## config.mk

```make
export PLATFORM = sky130hd
export DESIGN_NAME = factorization12_search
export DESIGN_NICKNAME = d
export VERILOG_FILES = /design/src/rtl/factorization12_search.sv
export SDC_FILE = /design/constraint.sdc
export NUM_CORES = 1
export LEC_CHECK = 0
export ABC_AREA = 1
export BUFFER_PORTS_ARGS = -buffer_cell sky130_fd_sc_hd__buf_4
export CORE_MARGIN = 2
export CORE_UTILIZATION = 45
export CTS_CLUSTER_DIAMETER = 150
export DETAILED_ROUTE_END_ITERATION = 10
export GPL_TIMING_DRIVEN = 0
export SYNTH_ARGS = -nofsm -noshare
export SYNTH_HDL_FRONTEND = slang
export SYNTH_SLANG_ARGS = --single-unit
```

## constraint.sdc

```tcl
create_clock -name clk -period 3.51 [get_ports clk]
set_input_delay 0.702 -clock clk [delete_from_list [all_inputs] [get_ports clk]]
set_output_delay 0.702 -clock clk [all_outputs]
set_load 0.03 [all_outputs]
```

## src/rtl/factorization12_search.sv

```systemverilog
// factorization12_search: sequential search for the smallest non-trivial factor
// pair f1 * f2 == n with 2 <= f1 <= f2 <= 63. Each candidate divisor p is tested
// by a 12-cycle bit-serial restoring division followed by a one-cycle decision.
module factorization12_search #(
    parameter int W_N = 12,
    parameter int W_F = 6
) (
    input  logic           clk,
    input  logic           rst,
    input  logic           in_valid,
    output logic           in_ready,
    input  logic [W_N-1:0] n,
    output logic           out_valid,
    input  logic           out_ready,
    output logic           found,
    output logic [W_F-1:0] f1,
    output logic [W_F-1:0] f2,
    output logic           busy
);

    typedef enum logic [1:0] {
        S_IDLE  = 2'd0,
        S_DIV   = 2'd1,
        S_CHECK = 2'd2,
        S_DONE  = 2'd3
    } state_t;

    localparam logic [3:0]     BIT_MSB = 4'(W_N - 1);
    localparam logic [W_F-1:0] P_FIRST = W_F'(2);
    localparam logic [W_F-1:0] P_LAST  = {W_F{1'b1}};
    localparam logic [W_N-1:0] Q_MAX   = {{(W_N-W_F){1'b0}}, {W_F{1'b1}}};

    state_t         state_q, state_d;
    logic [W_N-1:0] n_q, n_d;
    logic [W_F-1:0] p_q, p_d;
    logic [W_F:0]   r_q, r_d;
    logic [W_N-1:0] q_q, q_d;
    logic [3:0]     bitcnt_q, bitcnt_d;
    logic           found_q, found_d;
    logic [W_F-1:0] f1_q, f1_d;
    logic [W_F-1:0] f2_q, f2_d;

    logic [W_F+1:0] step;
    logic [W_N-1:0] p_ext;

    // One restoring-division step: returns {quotient bit, new remainder}.
    // The remainder stays below p, so its low W_F bits carry all information.
    function automatic logic [W_F+1:0] div_step(input logic [W_F:0]   r_in,
                                                 input logic           n_bit,
                                                 input logic [W_F-1:0] d);
        logic [W_F:0] r_sh;
        r_sh = {r_in[W_F-1:0], n_bit};
        if (r_sh >= {1'b0, d})
            div_step = {1'b1, r_sh - {1'b0, d}};
        else
            div_step = {1'b0, r_sh};
    endfunction

    assign step  = div_step(r_q, n_q[bitcnt_q], p_q);
    assign p_ext = {{(W_N-W_F){1'b0}}, p_q};

    assign in_ready  = (state_q == S_IDLE);
    assign out_valid = (state_q == S_DONE);
    assign busy      = (state_q == S_DIV) || (state_q == S_CHECK);
    assign found     = found_q;
    assign f1        = f1_q;
    assign f2        = f2_q;

    // Next-state logic: accept, divide one bit per cycle, decide per candidate, hand off.
    always_comb begin
        state_d  = state_q;
        n_d      = n_q;
        p_d      = p_q;
        r_d      = r_q;
        q_d      = q_q;
        bitcnt_d = bitcnt_q;
        found_d  = found_q;
        f1_d     = f1_q;
        f2_d     = f2_q;
        case (state_q)
            S_IDLE: begin
                if (in_valid) begin
                    n_d      = n;
                    p_d      = P_FIRST;
                    r_d      = '0;
                    q_d      = '0;
                    bitcnt_d = BIT_MSB;
                    state_d  = S_DIV;
                end
            end
            S_DIV: begin
                r_d           = step[W_F:0];
                q_d[bitcnt_q] = step[W_F+1];
                if (bitcnt_q == 4'd0)
                    state_d = S_CHECK;
                else
                    bitcnt_d = bitcnt_q - 4'd1;
            end
            S_CHECK: begin
                if ((r_q == '0) && (q_q >= p_ext) && (q_q <= Q_MAX)) begin
                    found_d = 1'b1;
                    f1_d    = p_q;
                    f2_d    = q_q[W_F-1:0];
                    state_d = S_DONE;
                end else if ((q_q < p_ext) || (p_q == P_LAST)) begin
                    // Either p*p > n, or the last candidate is exhausted.
                    found_d = 1'b0;
                    f1_d    = '0;
                    f2_d    = '0;
                    state_d = S_DONE;
                end else begin
                    p_d      = p_q + W_F'(1);
                    r_d      = '0;
                    q_d      = '0;
                    bitcnt_d = BIT_MSB;
                    state_d  = S_DIV;
                end
            end
            S_DONE: begin
                if (out_ready)
                    state_d = S_IDLE;
            end
            default: state_d = S_IDLE;
        endcase
    end

    // State and datapath registers; reset aborts any search in progress.
    always_ff @(posedge clk or posedge rst) begin
        if (rst) begin
            state_q  <= S_IDLE;
            n_q      <= '0;
            p_q      <= '0;
            r_q      <= '0;
            q_q      <= '0;
            bitcnt_q <= '0;
            found_q  <= 1'b0;
            f1_q     <= '0;
            f2_q     <= '0;
        end else begin
            state_q  <= state_d;
            n_q      <= n_d;
            p_q      <= p_d;
            r_q      <= r_d;
            q_q      <= q_d;
            bitcnt_q <= bitcnt_d;
            found_q  <= found_d;
            f1_q     <= f1_d;
            f2_q     <= f2_d;
        end
    end

endmodule

```

==> metrics, run 1 <==
RSZ-0062 raised after global routing no; crit path max fanout 10; Worst setup EP type flip-flop; part of the Yosys area used for sequential elements 0.399; CP peak stage delay 440 ps; Final min period 2770 ps; Int Pwr 1.90 mW; Arr. time, crit path 2980 ps; EDFF count, synth 0; cts hold-fix bufs 0; CTS Sinks 56; Hold Crit Class in2async; clk_lat worst skew 310 ps; FF-to-FF path depth 15; Routed WL 7830 microns; startpoint types flip-flop; Pre-Repair DR Iteration Count 5; Die X-Extent 92.3 microns; drt initial violations 119; combinational power share 0.663; Yosys cell types 34; H-tree depth 2; Place WS 696 ps; Clock power frac 0.091; Most used DFF post-synth dfrtp_1; CTS tree built; fin worst setup slack 737 ps; sequential share of power 0.245; max-slew violation count 0; Post-CTS Setup Inserts 0; Finished Core Util 0.520; Clock Pin Slew Worst Setup and Hold Paths 110 ps; peak supply drop 0.431 mV; Post-CTS Resized 0; total CTS buffers 5; setup tns final 0 ps; Starting Density 0.459; status finished, final reports clean; drt via density 4.99; initial antenna violation count 0; synthesized cell area 3510 sq um; Synth Register Bits 56; largest net degree at the start of global routing 37; Crit path required time 3720 ps; Routed Antenna Nets 0; fin crit share 0.790; vias in the first global route 2,978; Placed Instances 591; most frequent cells in the layout nand2_1 (146), dfrtp_1 (56), inv_1 (51); nets 535; commonest non-fill, non-tap cell in the layout nand2_1; worst-path cell chain clkbuf_1 -> o21ai_0 -> o21ai_0 -> nand2_1 -> nand3_1 -> inv_1 -> ha_1 -> o21ai_0 -> nand2_1 -> nand3_2 -> inv_1 -> nand2_1 -> o21ai_0 -> nand2_1 -> nand2_1; CORE AREA 7650 sq um; IO Port Bufs 31; # rows 32; power consumption 4.01 mW; total net switching power 2.10 mW; CP most frequent cell nand2_1; static leakage 2.18 nW; Non-Filler Instances 599; instance count on the critical path 15; total die area 8520 sq um; GR Util All Layers 0.202; Worst path slowest cell dfrtp_1; root buffer cell clkbuf_8; top-level I/O count 32; first-pass GRT wire length 13,900 microns; total gr overflow 0; Placer Congestion 0.927; Final setup viols 0; CP Buf/Inv Count 3; Synth async-reset ratio 1.00; drt drc 0; Post-Syn Area per Cell 7.68 sq um; actual slew at the worst max-slew pin 612 ps; switching share of power 0.525; Setup CP Type reg2reg; clk buf depth 2; endpoints failing hold 0; Ant. Diodes 0; YS warnings 0; Layout area overhead 13.4%; Post-Syn Nets 496; Via Count 2,987; die height 92.3 microns; layout cells sized above 1 0.147; crit-path leading delay family compound AO/OA/AOI/OAI gates; Gate Count Post-Synth 457; Pwr per Cell Area 1010 nW/um^2; Post-DP HPWL 6230 microns; Setup Skew 7.84 ps; max cap viols 0; headroom to the max-slew limit 0.590; Routed WL per cell 13.1 microns; Fmax achieved 361 MHz
[layout make-up]
type	instances	area, sq um
Buffer	12	76.3
Clock buffer	5	68.8
Clock inverter	3	22.5
Fill cell	764	3670
Inverter	53	201
Multi-Input combinational cell	336	1830
Sequential cell	56	1400
Tap cell	102	128
Timing Repair Buffer	32	253
[worst paths after layout]
check / from / endpoint / slack, ps
worst max-delay path: bitcnt_q[0] / r_q[0] / 740
worst min-delay path: rst / q_q[11] / 400
worst max register to register: bitcnt_q[0] / r_q[0] / 740
worst min register to register: f2[4] / f2[4] / 490
max in group asynchronous: rst / q_q[2] / 2580
min in group clk: f2[4] / f2[4] / 490
[metrics by stage]
step                area, sq um  hold WS (ps)
finish                     3980           402
global route               3980           430
CTS                        3980           411
detailed placement         3890           467
global placement           3870           461
floorplan                  3510           449
[layer usage]
metal  track usage  part of all wire
met5             0                 0
met4        0.0547             0.016
met3        0.0252             0.020
met2         0.360              0.50
met1         0.260              0.47
[cell families (layout without fill, tap and decap cells)]
family,after synthesis,count (layout),share of synthesized area
multiplexers,9,9,0.0289
AND/OR/NAND/NOR,245,245,0.311
flip-flops,56,56,0.399
XOR/XNOR,7,7,0.0175
AO/OA/AOI/OAI,52,52,0.0802
buffers and inverters,65,105,0.0792
adder cells (fa/ha/maj),23,23,0.0842
[synthesized netlist by cell type (4+ instances only)]
| cell | number | area (sq um) |
|---|---|---|
| xor2_1 | 5 | 43.8 |
| mux2_2 | 9 | 101 |
| inv_1 | 52 | 195 |
| nor2_1 | 32 | 120 |
| nand3_1 | 33 | 165 |
| a21oi_1 | 10 | 50.1 |
| buf_2 | 4 | 20.0 |
| clkbuf_1 | 4 | 15.0 |
| nand2_1 | 146 | 548 |
| nand4_1 | 15 | 93.8 |
| o21ai_0 | 35 | 175 |
| dfrtp_1 | 56 | 1400 |
| ha_1 | 22 | 275 |
[registers in the layout, indices dropped and copies added (netlist names)]
| name | count |
|---|---|
| n_q | 12 |
| p_q | 6 |
| f2 | 6 |
| q_q | 12 |
| bitcnt_q | 4 |
| r_q | 7 |
| found | 1 |
| f1 | 6 |
| state_q | 2 |
[power by group through the flow]
stage          Clock [mW]  Sequential (mW)  Combinational, mW
2_1_floorplan           0             1.01               2.01
3_3_place_gp            0            0.994               2.64
3_5_place_dp            0             1.00               2.68
4_1_cts             0.385            0.986               2.69
5_1_grt             0.408             1.02               3.05
6_report            0.366            0.983               2.66
Note: power is estimated with default switching activity, not from simulation.
==> run 2, diff against run 1 <==
--- a/config.mk
+++ b/config.mk
@@ -12,6 +12,7 @@
 export CTS_CLUSTER_DIAMETER = 150
 export DETAILED_ROUTE_END_ITERATION = 10
 export GPL_TIMING_DRIVEN = 0
+export PLACE_DENSITY = 0.66
 export SYNTH_ARGS = -nofsm -noshare
 export SYNTH_HDL_FRONTEND = slang
 export SYNTH_SLANG_ARGS = --single-unit
==> constraint.sdc (replaced) <==
create_clock -name clk -period 2.3 [get_ports clk]
set_input_delay 0.46 -clock clk [delete_from_list [all_inputs] [get_ports clk]]
set_output_delay 0.46 -clock clk [all_outputs]
set_load 0.03 [all_outputs]
==> run 2 against run 1 <==
Compared with the run above: largest cell class unchanged; routed wire length rose by 4.3%; sequential cell count unchanged; highest routed layer unchanged; largest power group unchanged; clock-buffer cell count rose by 1; sequential share of layout area fell by 1.3 points.
==> metrics, run 2 (synthesis gave the netlist of run 1 again) <==
status finished, final reports clean; Crit path required time 2560 ps (-1160 ps); first-pass GRT wire length 14,400 microns (+3.6%); Post-DP HPWL 6210 microns (-0.35%); Arr. time, crit path 2560 ps (-420 ps); Routed WL per cell 13.5 microns (+2.9%); startpoint types flip-flop; H-tree depth 2 (unchanged); drt drc 0 (unchanged); die height 92.3 microns (unchanged); peak supply drop 0.723 mV (+68%); actual slew at the worst max-slew pin 631 ps (+19.4 ps); Fillers 728 (-4.7%); Pre-Repair DR Iteration Count 5 (unchanged); commonest non-fill, non-tap cell in the layout nand2_1; root buffer cell clkbuf_8; Via Count 3,092 (+3.5%); fin crit share 0.998 (+0.208); layout cells sized above 1 0.196 (+0.0492); CTS tree built; Finished Cell Area 4140 sq um (+4.1%); Finished Core Util 0.542 (+0.0214); total die area 8520 sq um (unchanged); Worst setup EP type flip-flop; top-level I/O count 32 (unchanged); vias in the first global route 3,094 (+3.9%); setup tns final 0 ps (unchanged); drt via density 5.09 (+2.2%); max-slew violation count 0 (unchanged); Ant. Diodes 0 (unchanged); static leakage 2.24 nW (+2.6%); Die X-Extent 92.3 microns (unchanged); # rows 32 (unchanged); Final setup viols 0 (unchanged); RSZ-0062 raised after global routing yes; Fmax achieved 436 MHz (+21%); Clock Pin Slew Worst Setup and Hold Paths 100 ps (about the same); Final min period 2300 ps (-477 ps); nets 543 (+1.5%); Routed Antenna Nets 0 (unchanged); cts hold-fix bufs 0 (unchanged); Non-Filler Instances 607 (+1.3%); IO Port Bufs 31 (unchanged); Starting Density 0.459 (unchanged); power consumption 6.60 mW (+65%); largest net degree at the start of global routing 38 (+2.7%); endpoints failing hold 0 (unchanged); Hold Crit Class in2async; clk_lat worst skew 310 ps (about the same); drt initial violations 185 (+55%); Setup Skew 3.43 ps (-4.41 ps); total CTS buffers 5 (unchanged); CORE AREA 7650 sq um (unchanged); crit path max fanout 5 (-5); clk buf depth 2 (unchanged); top flop regs n_q x12, q_q x12, r_q x7; Layout area overhead 18.1%; R2R setup slack 4 ps (-730 ps); Placed Instances 591 (unchanged); Setup CP Type reg2reg; initial antenna violation count 0 (unchanged); GR Util All Layers 0.210 (+0.00819); max cap viols 0 (unchanged); headroom to the max-slew limit 0.578 (-0.0117); Placer Congestion 0.952 (+2.7%); most frequent cells in the layout nand2_1 (145), dfrtp_1 (53), inv_1 (48); CTS Sinks 56 (unchanged); total gr overflow 0 (unchanged); area of placed instances 3890 sq um (unchanged); Routed WL 8170 microns (+4.3%); Pwr per Cell Area 1590 nW/um^2 (+58%)
==> run 2: changes by cell type in the layout (fill, tap and decap cells not counted), moves of 2 or more <==
cell and delta:
o21ai_0 -8, o21ai_1 +7, buf_4 +4, nor2_1 -4, dfrtp_1 -3, dfrtp_2 +3, inv_1 -3, nor2_2 +3
buf_6 +2, inv_2 +2, nand3_1 -2, nand3_4 +2
==> run 2: worst paths after layout <==
| kind | start | to | cells past startpoint |
|---|---|---|---|
| min reg2reg | found | found | 2 |
| min in group clk | n[8] | n_q[8] | 2 |
| min | rst | n_q[0] | 2 |
| max reg2reg | bitcnt_q[0] | r_q[4] | 15 |
| max in group asynchronous | rst | p_q[1] | 3 |
| max | bitcnt_q[0] | r_q[4] | 15 |
==> run 2: where the power goes <==
part           switching, mW  total [mW]  internal [mW]
logic                   2.83        4.51           1.68
registers              0.236        1.52           1.28
clock network          0.323       0.565          0.241
==> run 2: critical path: stages (launching register included) <==
cell and delay [ps]:
dfrtp_2 460, buf_8 140, a21oi_2 100, o21ai_1 80
o21ai_1 90, nand2_1 90, nand3_2 110, inv_2 50
ha_4 160, fa_2 370, nor2_4 140, nor2_2 50
xor2_1 140, o21ai_1 130, nand2_1 60, nand2_1 70
==> run 2: stage by stage <==
step                hold slack [ps]  worst slack (ps)
finish                          147              4.14
global route                    167              -208
CTS                             159              4.17
detailed placement              464              -379
global placement                462              -368
floorplan                       449              21.7
==> run 2: cell type report <==
type                       instances  area [sq um]  share of cell area
buffer                            12          91.3              0.0220
clock buffer                       6          82.6              0.0199
clock inverter                     2          10.0             0.00242
inverter                          53           204              0.0492
multi-input combinational        336          1890               0.457
sequential                        56          1410               0.339
tap                              102           128              0.0308
timing repair buffer              40           329              0.0794
==> run 2: per-layer routing <==
layer,up-vias,part of all wire,track usage
met1,1446,0.45,0.266
met4,0,0.014,0.0572
li1,1568,-,-
met5,-,0,0
met2,66,0.50,0.373
met3,12,0.042,0.0358
==> run 2: timing repair <==
item	CTS	global route
gates cloned	1	1
endpoints found under the setup margin	19	26
buffers inserted	5	1
gates resized for setup	20	17
pin swaps	4	11
==> run 3, diff against run 2 <==
--- a/config.mk
+++ b/config.mk
@@ -7,12 +7,14 @@
 export LEC_CHECK = 0
 export ABC_AREA = 1
 export BUFFER_PORTS_ARGS = -buffer_cell sky130_fd_sc_hd__buf_4
+export CELL_PAD_IN_SITES_DETAIL_PLACEMENT = 1
+export CELL_PAD_IN_SITES_GLOBAL_PLACEMENT = 1
 export CORE_MARGIN = 2
-export CORE_UTILIZATION = 45
+export CORE_UTILIZATION = 40
 export CTS_CLUSTER_DIAMETER = 150
 export DETAILED_ROUTE_END_ITERATION = 10
 export GPL_TIMING_DRIVEN = 0
-export PLACE_DENSITY = 0.66
+export PLACE_DENSITY_LB_ADDON = 0.1
 export SYNTH_ARGS = -nofsm -noshare
 export SYNTH_HDL_FRONTEND = slang
 export SYNTH_SLANG_ARGS = --single-unit
==> run 3 against run 2 <==
Compared with the run above: the flow now finishes with violations (negative setup slack); clock skew up 10 ps; via count up 4.1%; final cell count up 2.0%.
==> metrics, run 3 (synthesis gave the netlist of run 1 again) <==
Crit path required time 2550 ps (about the same); status complete, but fails checks; CTS tree built; RSZ-0062 raised after global routing yes; Routed WL 9750 microns (+19%); # rows 34 (+6.3%); die height 97.7 microns (+5.8%); nets 550 (+1.3%); most frequent cells in the layout nand2_1 (136), dfrtp_1 (54), inv_1 (44); total CTS buffers 5 (unchanged); Die X-Extent 97.7 microns (+5.8%); CTS Sinks 56 (unchanged); max cap viols 0 (unchanged); drt via density 5.20 (+2.1%); drt initial violations 119 (-36%); top-level I/O count 32 (unchanged); GR Util All Layers 0.213 (+0.00297); Fmax achieved 422 MHz (-3.1%); Final min period 2370 ps (+73.4 ps); Hold Crit Class in2async; Setup CP Type reg2reg; Clock Pin Slew Worst Setup and Hold Paths 100 ps (about the same); Place WS -635 ps (-256 ps); Via Count 3,218 (+4.1%); Placer Congestion 0.873 (-8.3%); initial antenna violation count 0 (unchanged); Routed Antenna Nets 0 (unchanged); top flop regs n_q x12, q_q x12, r_q x7; crit-path leading delay family simple AND/OR/NAND/NOR gates; CP Buf/Inv Count 4 (+2); worst-path cell chain buf_4 -> a21oi_1 -> o21ai_1 -> o21ai_1 -> nand2_1 -> nand3_2 -> inv_2 -> ha_4 -> nand2_2 -> nor2_1 -> nand3_1 -> nand3_4 -> buf_6 -> nand3_1 -> inv_1 -> nand2_1 -> nand2_1; startpoint types flip-flop; headroom to the max-slew limit 0.596 (+0.0181); Starting Density 0.408 (-0.0505); CORE AREA 8590 sq um (+12%); layout cells sized above 1 0.247 (+0.0505); Worst setup EP type flip-flop; largest net degree at the start of global routing 37 (-2.6%); CP peak stage delay 450 ps (about the same); Routed WL per cell 15.7 microns (+17%); H-tree depth 2 (unchanged); Layout area overhead 23.6%; first-pass GRT wire length 16,600 microns (+15%); total die area 9540 sq um (+12%); fin crit share 1.03 (+0.0319); Fillers 1,087 (+49%); fin worst setup slack -69.3 ps (-73.4 ps); Setup Skew 13.8 ps (+10.3 ps); max-slew violation count 0 (unchanged); commonest non-fill, non-tap cell in the layout nand2_1; crit path max fanout 6 (+1); clk buf depth 2 (unchanged); Ant. Diodes 0 (unchanged); Post-DP HPWL 7260 microns (+17%); clk_lat worst skew 310 ps (about the same); Final setup viols 11 (+11); IO Port Bufs 31 (unchanged); root buffer cell clkbuf_8; total gr overflow 0 (unchanged); setup tns final -271 ps (-271 ps); endpoints failing hold 0 (unchanged); Worst path slowest cell dfrtp_2; actual slew at the worst max-slew pin 602 ps (-28.9 ps); failing checks negative setup slack; CP most frequent cell nand2_1; drt drc 0 (unchanged); Arr. time, crit path 2620 ps (+60 ps); vias in the first global route 3,370 (+8.9%); Pre-Repair DR Iteration Count 4 (-1)
-- run 3: cell count changes in the layout (fill, tap and decap cells not counted), sizes merged --
| cell | delta |
|---|---|
| buf | +6 |
| inv | -1 |
| bufinv | +2 |
| clkbuf | -1 |
-- run 3: worst paths after layout --
kind / startpoint / end / slack [ps] / depth (start not counted)
worst max-delay path: bitcnt_q[0] / q_q[2] / -70 / 17
worst min-delay path: rst / n_q[2] / 160 / 2
worst max register to register: bitcnt_q[0] / q_q[2] / -70 / 17
worst min register to register: f2[5] / f2[5] / 490 / 2
max in group asynchronous: rst / q_q[2] / 1580 / 3
min in group clk: n[7] / n_q[7] / 370 / 2
-- run 3: timing repair --
| item | in CTS | in global routing |
|---|---|---|
| resized for setup | 34 | 40 |
| hold buffers | 0 | 0 |
| pin swaps | 7 | 16 |
| gates cloned | 1 | 1 |
| buffers inserted | 8 | 5 |
| setup endpoints to repair | 19 | 35 |
-- run 3: metrics by stage --
stage / hold WS, ps / utilization / area, sq um / instances
floorplan: 449 / - / 3510 / 457
global placement: 461 / 0.451 / 3880 / 596
detailed placement: 470 / 0.453 / 3900 / 597
CTS: 170 / 0.485 / 4170 / 613
global route: 188 / 0.505 / 4340 / 619
finish: 157 / 0.505 / 4340 / 619
-- run 3: layout make-up --
| class | instances | area [sq um] | share of cell area |
|---|---|---|---|
| multi-input cells | 336 | 1990 | 0.459 |
| flip-flops and latches | 56 | 1400 | 0.324 |
| repair buffers | 46 | 373 | 0.0860 |
| inverters | 53 | 206 | 0.0476 |
| well taps | 108 | 135 | 0.0312 |
| plain buffers | 12 | 93.8 | 0.0216 |
| clock buffers | 5 | 68.8 | 0.0159 |
| clock inverters | 2 | 60.1 | 0.0139 |
| repair inverters | 1 | 5.00 | 0.00115 |
-- run 3: worst reg2reg max path, cell delays in order (launching register included) --
cell and delay [ps]:
dfrtp_2 450, buf_4 150, a21oi_1 130, o21ai_1 70
o21ai_1 100, nand2_1 90, nand3_2 120, inv_2 60
ha_4 270, nand2_2 40, nor2_1 80, nand3_1 120
nand3_4 190, buf_6 160, nand3_1 90, inv_1 80
nand2_1 60, nand2_1 60
-- run 3: layer usage --
metal / part of all wire / vias up / track usage
li1: - / 1579 / -
met1: 0.45 / 1578 / 0.280
met2: 0.52 / 53 / 0.380
met3: 0.027 / 8 / 0.0259
met4: 0.010 / 0 / 0.0427
met5: 0 / - / 0
Power of run 3 is left out: the tool's default activity adds up to more than one toggle a clock period on the data nets, which glitch-free logic cannot reach.
